**src/rtl/lsu_ctrl.sv**
```systemverilog
// Load/store control stage feeding the data memory port. It holds one access for
// LATENCY cycles, writes a store exactly once, and returns extended load data to WBU.
module lsu_ctrl #(
    parameter int LATENCY = 1
) (
    input  logic        clk,
    input  logic        rst_n,
    input  logic        req_valid,
    output logic        req_ready,
    input  logic        req_wen,
    input  logic [2:0]  req_funct3,
    input  logic [63:0] req_addr,
    input  logic [63:0] req_wdata,
    output logic        mem_ena,
    output logic        mem_wen,
    output logic [3:0]  mem_mask,
    output logic [63:0] mem_addr,
    output logic [63:0] mem_wdata,
    input  logic [63:0] mem_rdata,
    output logic        resp_valid,
    input  logic        resp_ready,
    output logic [63:0] resp_data,
    output logic        resp_err
);
    localparam logic [1:0] IDLE = 2'd0, ACCESS = 2'd1, RESP = 2'd2;

    logic [1:0]  state_q, state_d;
    logic [3:0]  cnt_q, cnt_d;
    logic        wen_q;
    logic [2:0]  f3_q;
    logic [63:0] addr_q, wdata_q;
    logic [63:0] resp_data_q, resp_data_d;
    logic        resp_err_q, resp_err_d;

    logic        accept, illegal, misaligned, in_access, last_beat;
    logic [5:0]  lane_sh;
    logic [63:0] rd_sh, load_val;

    assign accept  = req_valid && (state_q == IDLE);
    assign illegal = (req_funct3 == 3'b111) || (req_wen && req_funct3[2]);

    always_comb begin
        case (req_funct3[1:0])
            2'b01:   misaligned = req_addr[0];
            2'b10:   misaligned = |req_addr[1:0];
            2'b11:   misaligned = |req_addr[2:0];
            default: misaligned = 1'b0;
        endcase
    end

    // mem_rdata arrives unshifted; bring the addressed lane down to bit 0 first.
    assign lane_sh = {addr_q[2:0], 3'b000};
    assign rd_sh   = mem_rdata >> lane_sh;

    always_comb begin
        case (f3_q[1:0])
            2'b00:   load_val = f3_q[2] ? {56'd0, rd_sh[7:0]}  : {{56{rd_sh[7]}}, rd_sh[7:0]};
            2'b01:   load_val = f3_q[2] ? {48'd0, rd_sh[15:0]} : {{48{rd_sh[15]}}, rd_sh[15:0]};
            2'b10:   load_val = f3_q[2] ? {32'd0, rd_sh[31:0]} : {{32{rd_sh[31]}}, rd_sh[31:0]};
            default: load_val = rd_sh;
        endcase
    end

    assign in_access = (state_q == ACCESS);
    assign last_beat = in_access && (cnt_q == 4'd0);

    assign req_ready  = (state_q == IDLE);
    assign resp_valid = (state_q == RESP);
    assign resp_data  = resp_data_q;
    assign resp_err   = resp_err_q;
    assign mem_ena    = in_access;
    // Write strobe only on the final beat so a multi-cycle store lands once.
    assign mem_wen    = last_beat && wen_q;
    assign mem_addr   = in_access ? addr_q : 64'd0;
    assign mem_wdata  = in_access ? (wdata_q << lane_sh) : 64'd0;

    always_comb begin
        mem_mask = 4'b0000;
        if (in_access) begin
            case (f3_q[1:0])
                2'b00:   mem_mask = 4'b1000;
                2'b01:   mem_mask = 4'b0100;
                2'b10:   mem_mask = 4'b0010;
                default: mem_mask = 4'b0001;
            endcase
        end
    end

    always_comb begin
        state_d     = state_q;
        cnt_d       = cnt_q;
        resp_data_d = resp_data_q;
        resp_err_d  = resp_err_q;
        case (state_q)
            IDLE: begin
                if (accept) begin
                    if (illegal || misaligned) begin
                        state_d     = RESP;
                        resp_err_d  = 1'b1;
                        resp_data_d = 64'd0;
                    end else begin
                        state_d = ACCESS;
                        cnt_d   = 4'(LATENCY - 1);
                    end
                end
            end
            ACCESS: begin
                if (cnt_q == 4'd0) begin
                    state_d     = RESP;
                    resp_err_d  = 1'b0;
                    resp_data_d = wen_q ? 64'd0 : load_val;
                end else begin
                    cnt_d = cnt_q - 4'd1;
                end
            end
            RESP: begin
                if (resp_ready) begin
                    state_d     = IDLE;
                    resp_data_d = 64'd0;
                    resp_err_d  = 1'b0;
                end
            end
            default: state_d = IDLE;
        endcase
    end

    always_ff @(posedge clk or negedge rst_n) begin
        if (!rst_n) begin
            state_q     <= IDLE;
            cnt_q       <= 4'd0;
            resp_data_q <= 64'd0;
            resp_err_q  <= 1'b0;
        end else begin
            state_q     <= state_d;
            cnt_q       <= cnt_d;
            resp_data_q <= resp_data_d;
            resp_err_q  <= resp_err_d;
        end
    end

    always_ff @(posedge clk or negedge rst_n) begin
        if (!rst_n) begin
            wen_q   <= 1'b0;
            f3_q    <= 3'd0;
            addr_q  <= 64'd0;
            wdata_q <= 64'd0;
        end else if (accept) begin
            wen_q   <= req_wen;
            f3_q    <= req_funct3;
            addr_q  <= req_addr;
            wdata_q <= req_wdata;
        end
    end
endmodule

```
**config.mk**
```make
export PLATFORM = sky130hd
export DESIGN_NAME = lsu_ctrl
export DESIGN_NICKNAME = d
export VERILOG_FILES = /design/src/rtl/lsu_ctrl.sv
export SDC_FILE = /design/constraint.sdc
export NUM_CORES = 1
export LEC_CHECK = 0
export ABC_AREA = 1
export BUFFER_PORTS_ARGS = -buffer_cell sky130_fd_sc_hd__buf_2
export CORE_ASPECT_RATIO = 1.5
export CORE_MARGIN = 4
export CORE_UTILIZATION = 40
export CTS_CLUSTER_SIZE = 30
export DETAILED_ROUTE_END_ITERATION = 7
export PLACE_DENSITY = 0.65
export SETUP_SLACK_MARGIN = 0.02
export SYNTH_ARGS = -nofsm -noshare
export SYNTH_HDL_FRONTEND = slang
export SYNTH_SLANG_ARGS = --single-unit
export TNS_END_PERCENT = 1
```
**constraint.sdc**
```tcl
create_clock -name clk -period 2.9 [get_ports clk]
set_clock_uncertainty 0.15 [all_clocks]
set_input_delay 0.435 -clock clk [delete_from_list [all_inputs] [get_ports clk]]
set_output_delay 0.435 -clock clk [all_outputs]
set_load 0.02 [all_outputs]
```
==> results.toml, run 1 <==
[status]
outcome = "finished, final reports clean"

[grt]
grt_overflow_total = 0
grt_first_pass_wirelength_mm = 74.5
antenna_found_initial = 8
grt_max_degree = 112
grtUsageTotal = 0.281
grt_pass1_vias = 13300

[timing]
tightest_slew_ns = 0.681
slew_headroom = 0.542
fin_ws_ns = 0.0437
fin_crit_sh = 0.985
fin_crit_ns = 2.86
final_hold_viol_count = 0
setup_viol = 0
drv_slew = 0
fmax_ghz = 0.350
rsz0062_at_grt = "yes"

[drt]
ant_nets = 0
via_per_inst = 5.26
drt-total-wl_mm = 49.3
drt-initial-drc-count = 945
drt-pass1-iter-count = 7
drc = 0
num_vias = 13200
post_drt_wl_per_cell_um = 19.6

[synthesis]
mappedNetlistArea_um2 = 12400
synth_fa_ha_area_frac = 0.00505
synth_edf_count = 0
ys_async_sr_fraction = 1.00
synth_compound_area_frac = 0.103
synthFlopType = "dfrtp_1"
synth_xor_area_frac = 0.000706
yosysUniqueCellTypes = 37
syn-num-nets = 1846
synth_top_family_by_area = "simple AND/OR/NAND/NOR gates"
syn_area_per_cell_um2 = 7.55
yosys.area_share.simple = 0.257
seq_area_frac_synth = 0.410
muxShareOfSynthArea = 0.132
yosysWarnings = 0
ys_ff_latch = 203
syn_inst = 1641

[finish]
fill_cells = 2870
final_util = 0.547
area_growth_pct = 34.5
nNetsFinal = 2300
drive_gt1_frac = 0.295
design_area_um2 = 16700

[clock_network]
tritoncts = "yes"
post-cts-setup-buffers = 0
htree_num_levels = 1
numCtsBuffers = 22
clockBufferDepth = 3
cts_sinks = 203
clk_transition_reported_paths_ns = 0.06
clockRootBuffer = "clkbuf_16"
clkLatencyLatePin_ns = 0.52

[die]
die_h_um = 224
die_w_um = 152
design.die.area_um2 = 33900
floorplan.rows = 78
core-area_um2 = 30400
io_pins = 401
start_util = 0.407

[placed_design]
postPlaceCellArea_um2 = 14800
io_buffers = 400
globalplace.congestion = 0.915
dp_hpwl_mm = 35.4
place_ws_ns = 0.287

[pwr]
power.total_mw = 17.4
p_leak_nw = 9.54
p_per_area_nw_per_um2 = 1040
ir_drop_mv = 0.739

[worst_hold_path]
hold_path_class = "in2reg"

[worst_setup_path]
worstPathArrival_ns = 2.27
r2r_setup_slack_ns = 0.42
endpoint_kind = "output port"
cp-startpoint = "addr_q[0]$_DFFE_PN0P_"
crit_required_ns = 2.32
critPathKind = "reg2out"
worstPathMaxFanout = 45
rr_endpoint = "resp_data[22]$_DFFE_PN0P_"
critPathLaunchType = "register"
endpoint = "mem_wdata[52]"
reg2reg_depth = 12
r2r_start = "addr_q[0]$_DFFE_PN0P_"

[run]
maxCapViolCount = 0
## where the power goes
part	switching, mW	total (mW)	leakage, nW	internal, mW
clock	1.20	2.82	0.347	1.62
combinational	6.29	9.76	6.67	3.48
sequential	0.830	4.78	2.52	3.95
## state kept, by name, summed over array words and instances (netlist names)
register	flops
addr_q	64
cnt_q	4
f3_q	3
resp_data	64
resp_err	1
state_q	2
wdata_q	64
wen_q	1
## worst max-delay path: stages (launching register included)
cell and delay [ns]:
dfrtp_4 0.49, buf_16 0.27, mux2i_1 0.28, nor2_1 0.08, a31oi_2 0.26, o22ai_1 0.15
buf_2 0.19
## cells in the final DEF (no fill, tap or decap), drive strengths merged
master	count
inv	143
or2	3
nand3	100
ha	5
xor2	1
dlygate4sd3	109
nor3	1
nor2	120
a2bb2oi	2
bufinv	1
a21oi	38
mux2i	31
o31ai	2
o21a	1
buf	437
o21ai	137
dfrtp	203
nand4	9
mux2	118
diode	3
o22ai	27
clkinv	5
o211ai	18
clkbuf	35
a31oi	9
nand2	554
## Yosys cell counts (18+ instances only)
master / count / area [um^2]
nand2_1: 551 / 2070
dfrtp_1: 203 / 5080
inv_1: 138 / 518
nor2_1: 119 / 447
mux2_2: 118 / 1330
o21ai_0: 99 / 495
nand3_1: 97 / 485
buf_2: 51 / 255
clkbuf_1: 39 / 146
o21ai_1: 38 / 190
a21oi_1: 37 / 185
mux2i_1: 31 / 310
o22ai_1: 27 / 169
o211ai_1: 18 / 135
## worst min-delay path by stage
stage	from	endpoint	slack, ns	cells after the start
finish	req_wdata[58]	wdata_q[58]$_DFFE_PN0P_	0.01	2
global route	req_wdata[47]	wdata_q[47]$_DFFE_PN0P_	0.008	2
CTS	req_wdata[58]	wdata_q[58]$_DFFE_PN0P_	0.0002	2
detailed placement	rst_n	wdata_q[32]$_DFFE_PN0P_	0.30	1
global placement	rst_n	wdata_q[32]$_DFFE_PN0P_	0.30	1
floorplan	rst_n	addr_q[0]$_DFFE_PN0P_	-0.01	0
## logic make-up after synthesis
kind of cell	count (synthesis)
buffers and inverters	262
adders and majority gates	5
xor gates and xnor gates	1
DFF	203
muxes	149
and+or+nand+nor	787
AOI/OAI and AO/OA	234
## per-stage QoR
step	TNS, ns	instances	hold WS, ns
floorplan	0	1641	-0.0106
global route	-0.104	2512	0.00806
global placement	0	2361	0.302
detailed placement	0	2361	0.303
CTS	-0.0862	2508	0.000246
finish	0	2512	0.0127
## timing repair
action | 4_1_cts | 5_1_grt
setup endpoints to repair | 101 | 78
resized for setup | 15 | 21
endpoints found under the hold margin | 159 | 0
hold buffers | 109 | 0
cloned | 0 | 1
## layer usage
layer / GRT usage / up-vias / routed length [um]
met5: 0 / - / 65
met4: 0.153 / 10 / 3020
met3: 0.0490 / 152 / 3590
met2: 0.509 / 646 / 25600
met1: 0.307 / 6194 / 17000
li1: - / 6204 / -
## cell type report
class | count | area [um^2] | share of cell area
sequential | 203 | 5090 | 0.305
tap | 400 | 500 | 0.0300
inverter | 144 | 546 | 0.0327
clock inverter | 5 | 61.3 | 0.00368
multi-input combinational | 1176 | 6260 | 0.375
antenna | 3 | 7.51 | 0.000450
timing repair buffer | 548 | 3570 | 0.214
clock buffer | 33 | 642 | 0.0385
No activity file was read; power rests on OpenSTA's default activity.
==> run 2: changes to the inputs <==
==> constraint.sdc (replaced) <==
create_clock -name clk -period 2.9 [get_ports clk]
set_clock_uncertainty 0.15 [all_clocks]
set_input_delay 0.145 -clock clk [delete_from_list [all_inputs] [get_ports clk]]
set_output_delay 0.145 -clock clk [all_outputs]
set_load 0.02 [all_outputs]
==> results.toml, run 2 (synthesized netlist as in run 1, its figures left out) <==
[drt]
drc = 0
drt-total-wl_mm = 49.9
via_per_inst = 5.21
ant_nets = 0
num_vias = 13300
drt-pass1-iter-count = 5
drt-initial-drc-count = 836
post_drt_wl_per_cell_um = 19.6

[finish]
final_util = 0.557
fill_cells = 2851
nNetsFinal = 2330
area_growth_pct = 36.7
layout_commonest_cell = "nand2_1"
layout_common_cells = "nand2_1, buf_2, dfrtp_1, inv_1, dlygate4sd3_1"
drive_gt1_frac = 0.290

[clock_network]
clkLatencyLatePin_ns = 0.53
cts_sinks = 203
clockRootBuffer = "clkbuf_16"
tritoncts = "yes"
numCtsBuffers = 23
clk_transition_reported_paths_ns = 0.06
post-cts-setup-buffers = 0
clockBufferDepth = 3
htree_num_levels = 1

[timing]
fin_crit_ns = 2.78
tightest_slew_ns = 0.828
drv_slew = 0
rsz0062_at_grt = "yes"
slew_headroom = 0.442
fmax_ghz = 0.359
setup_tns_ns = 0
fin_crit_sh = 0.960
setup_viol = 0
final_hold_viol_count = 0

[worst_setup_path]
r2r_setup_slack_ns = 0.20
max_stage_delay_ns = 0.59
worstPathArrival_ns = 2.49
path_cells = "inv_2, buf_4, o21ai_0, o21ai_0, o22ai_1, buf_2"
critPathLaunchType = "register"
cp_slowest_cell = "dfrtp_4"
worstPathMaxFanout = 20
r2r_start = "state_q[0]$_DFFE_PN0P_"
critPathKind = "reg2out"
rr_endpoint = "resp_data[36]$_DFFE_PN0P_"
reg2reg_depth = 12
crit_top_cell = "o21ai_0"
crit_required_ns = 2.61
endpoint_kind = "output port"

[worst_hold_path]
hp-start = "mem_rdata[32]"
hold_path_class = "in2reg"
min_path_cells = 7
min_to = "resp_data[0]$_DFFE_PN0P_"

[die]
floorplan.rows = 78
die_h_um = 224
design.die.area_um2 = 33900
core-area_um2 = 30400
start_util = 0.407
io_pins = 401
die_w_um = 152

[pwr]
p_per_area_nw_per_um2 = 1040
power.total_mw = 17.7
ir_drop_mv = 0.644
p_leak_nw = 9.69

[placed_design]
globalplace.congestion = 0.956
io_buffers = 400
dp_hpwl_mm = 36.1

[grt]
grt_max_degree = 82
antenna_found_initial = 5
grt_pass1_vias = 13700
grt_overflow_total = 0
grtUsageTotal = 0.287
grt_first_pass_wirelength_mm = 75.9

[status]
outcome = "finished, final reports clean"

[run]
maxCapViolCount = 0
-- run 2: changes by cell type in the layout (fill, tap and decap cells not counted), moves of 4 or more --
cell           before  now
dlygate4sd3_1     109  136
o21ai_0            83   98
o21ai_1            53   39
a31oi_1             2    9
a31oi_2             7    0
clkbuf_1            6    1
buf_4              25   29
clkinv_2            3    7
-- run 2: how the worst max path moves through the flow --
stage	endpoint	slack, ns	start
after floorplan	mem_wdata[38]	0.65	state_q[1]$_DFFE_PN0P_
after global placement	mem_wdata[52]	0.60	addr_q[2]$_DFFE_PN0P_
after detailed placement	resp_data[21]$_DFFE_PN0P_	0.58	addr_q[0]$_DFFE_PN0P_
after CTS	mem_wdata[52]	0.03	addr_q[2]$_DFFE_PN0P_
after global routing	resp_data[0]$_DFFE_PN0P_	0.006	state_q[1]$_DFFE_PN0P_
final	mem_wdata[58]	0.12	addr_q[0]$_DFFE_PN0P_
-- run 2: layout make-up --
cell class                      count  area (um^2)  share of cell area
Multi-Input combinational cell   1176         6210               0.366
Sequential cell                   203         5090               0.300
Timing Repair Buffer              577         3790               0.224
Clock buffer                       28          634              0.0374
Inverter                          144          546              0.0322
Tap cell                          400          500              0.0295
Clock inverter                     13          178              0.0105
Antenna cell                        3         7.51            0.000443
-- run 2: routing by layer --
metal,wire [um],global-route usage,vias to the layer above
li1,-,-,6265
met1,16900,0.306,6177
met2,25900,0.517,641
met3,3380,0.0486,175
met4,3620,0.177,4
met5,24,0,-
-- run 2: power by group --
group | total [mW] | switching (mW) | internal [mW]
logic | 9.67 | 6.27 | 3.40
clock network | 3.17 | 1.25 | 1.92
registers | 4.85 | 0.898 | 3.95
total | 17.7 | 8.42 | 9.27
-- run 2: metrics by stage --
stage / area (um^2) / worst slack, ns / cells / hold WS (ns)
global placement: 14700 / 0.595 / 2364 / 0.105
floorplan: 12400 / 0.651 / 1641 / -0.301
CTS: 16900 / 0.0256 / 2541 / 0.00267
global route: 16900 / 0.00553 / 2543 / 0.0695
detailed placement: 14700 / 0.578 / 2364 / 0.106
finish: 17000 / 0.117 / 2544 / 0.0288
-- run 2: critical path, delay by kind of cell (launching register included) --
family	cells	cell delay (ns)
AO/OA/AOI/OAI	3	0.76
buffers and inverters	3	0.62
flip-flops	1	0.59
-- run 2: what timing repair did --
action / CTS / global route
hold buffers: 136 / 0
endpoints found under the hold margin: 211 / 0
gates resized for setup: 0 / 13
endpoints found under the setup margin: 0 / 135
==> run 3: changes to the inputs <==
- GPL_TIMING_DRIVEN: default -> 0
==> results.toml, run 3 (synthesized netlist as in run 1, its figures left out) <==
[worst_hold_path]
min_to = "state_q[1]$_DFFE_PN0P_"
hold_path_class = "in2reg"
min_path_cells = 6
hp-start = "req_valid"

[pwr]
switching_share = 0.499
power_report.internal_total_mw = 9.15
ir_drop_mv = 0.659
power.total_mw = 18.2
seq_power_share = 0.266
p_comb_frac = 0.583
p_leak_nw = 9.79
switching_power_mw = 9.09
pwr-share-clk = 0.151
p_per_area_nw_per_um2 = 1070

[worst_setup_path]
reg2reg_depth = 10
endpoint_kind = "output port"
path_cells = "buf_2, buf_4, buf_2, nor2_1, a31oi_1, o22ai_1, buf_2"
max_stage_delay_ns = 0.42
crit_top_cell = "buf_2"
worstPathMaxFanout = 10
r2r_setup_slack_ns = 0.35
critPathLaunchType = "register"
crit_required_ns = 2.61
worst-path-buf-inv = 4
cp_slowest_cell = "dfrtp_1"
worstPathArrival_ns = 2.56
r2r_start = "addr_q[0]$_DFFE_PN0P_"
rr_endpoint = "resp_data[3]$_DFFE_PN0P_"
critPathKind = "reg2out"
path_delay_family = "buffers and inverters"

[grt]
grtUsageTotal = 0.324
met1_usage = 0.348
antenna_found_initial = 2
grt_overflow_total = 0
grt_pass1_vias = 14600
grt_max_degree = 122
grt_util_met3 = 0.0555
grt_use_met2 = 0.582
top_usage_layer = "met2"
grt_first_pass_wirelength_mm = 83.8

[finish]
layout.cells.non_filler = 2616
layout_commonest_cell = "nand2_1"
nNetsFinal = 2404
drive_gt1_frac = 0.302
area_growth_pct = 38.0
layout_common_cells = "nand2_1, buf_2, dfrtp_1, inv_1, dlygate4sd3_1"

[timing]
tightest_slew_ns = 0.782
fin_crit_sh = 0.986
fin_ws_ns = 0.0406
fmax_ghz = 0.350
final_hold_viol_count = 0
fin_crit_ns = 2.86
slew_headroom = 0.478
rsz0062_at_grt = "yes"
drv_slew = 0
setup_viol = 0

[placed_design]
place_ws_ns = -0.0820
globalplace.congestion = 1.02
numPlacedInstances = 2442
io_buffers = 400
dp_hpwl_mm = 42.8

[clock_network]
clockBufferDepth = 3
clockRootBuffer = "clkbuf_16"
cts_sinks = 203
clk_transition_reported_paths_ns = 0.07
clkLatencyLatePin_ns = 0.53
htree_num_levels = 1
tritoncts = "yes"
numCtsBuffers = 21

[die]
io_pins = 401
core-area_um2 = 30400
floorplan.rows = 78
start_util = 0.407
die_h_um = 224
design.die.area_um2 = 33900
die_w_um = 152

[drt]
drt-initial-drc-count = 1086
ant_nets = 0
post_drt_wl_per_cell_um = 21.5
drt-total-wl_mm = 56.2
via_per_inst = 5.34
num_vias = 14000
drt-pass1-iter-count = 6
drc = 0

[status]
outcome = "finished, final reports clean"

[run]
maxCapViolCount = 0
run 3: worst max-delay path by stage:
stage,from,cells past startpoint,endpoint,slack [ns]
after floorplan,state_q[1]$_DFFE_PN0P_,6,mem_wdata[38],0.65
after global placement,rst_n,1,resp_data[18]$_DFFE_PN0P_,-1.93
after detailed placement,state_q[1]$_DFFE_PN0P_,7,mem_wdata[46],-0.08
after CTS,addr_q[0]$_DFFE_PN0P_,8,mem_wdata[50],0.02
after global routing,state_q[1]$_DFFE_PN0P_,7,mem_wdata[40],0.02
final,addr_q[1]$_DFFE_PN0P_,7,mem_wdata[55],0.04
run 3: final cells by class:
class	count	area [um^2]
inverters	144	541
fillers	2897	13300
clock inverters	4	51.3
flip-flops and latches	203	5080
diodes	2	5.00
well taps	400	500
clock buffers	34	634
plain buffers	117	657
repair buffers	536	3390
multi-input cells	1176	6250
run 3: stage by stage:
stage / hold WS [ns] / util / setup TNS [ns] / cell area [um^2]
floorplan: -0.301 / - / 0 / 12400
global placement: 0.227 / 0.489 / -386.26 / 14900
detailed placement: 0.0360 / 0.491 / -0.152 / 14900
CTS: 0.00172 / 0.560 / 0 / 17000
global route: 0.0901 / 0.562 / 0 / 17100
finish: 0.0169 / 0.562 / 0 / 17100
run 3: worst reg2reg max path, stage by stage, from the launching register on:
cell     delay [ns]
dfrtp_2        0.45
inv_2          0.11
buf_6          0.14
buf_6          0.17
buf_2          0.35
nand2_1        0.10
nand3_1        0.11
o21ai_0        0.11
o21ai_0        0.53
nand2_1        0.17
nand2_1        0.08
run 3: metal layers:
| layer | share of wire | up-vias |
|---|---|---|
| met5 | 0 | - |
| met4 | 0.075 | 0 |
| met3 | 0.070 | 190 |
| met2 | 0.51 | 731 |
| met1 | 0.34 | 6623 |
| li1 | - | 6414 |
run 3: power groups by stage:
stage               clock (mW)  sequential, mW  combinational (mW)
global route              2.92            4.94                11.4
CTS                       2.81            4.79                10.3
floorplan                    0            4.64                6.53
global placement             0            4.78                9.98
detailed placement           0            4.83                10.0
finish                    2.75            4.86                10.6
run 3: timing repair:
item,in CTS,in global routing
buffers inserted,0,0
hold endpoints to repair,216,0
resized for setup,41,29
endpoints found under the setup margin,119,54
hold buffers,135,0
pin swaps,0,0
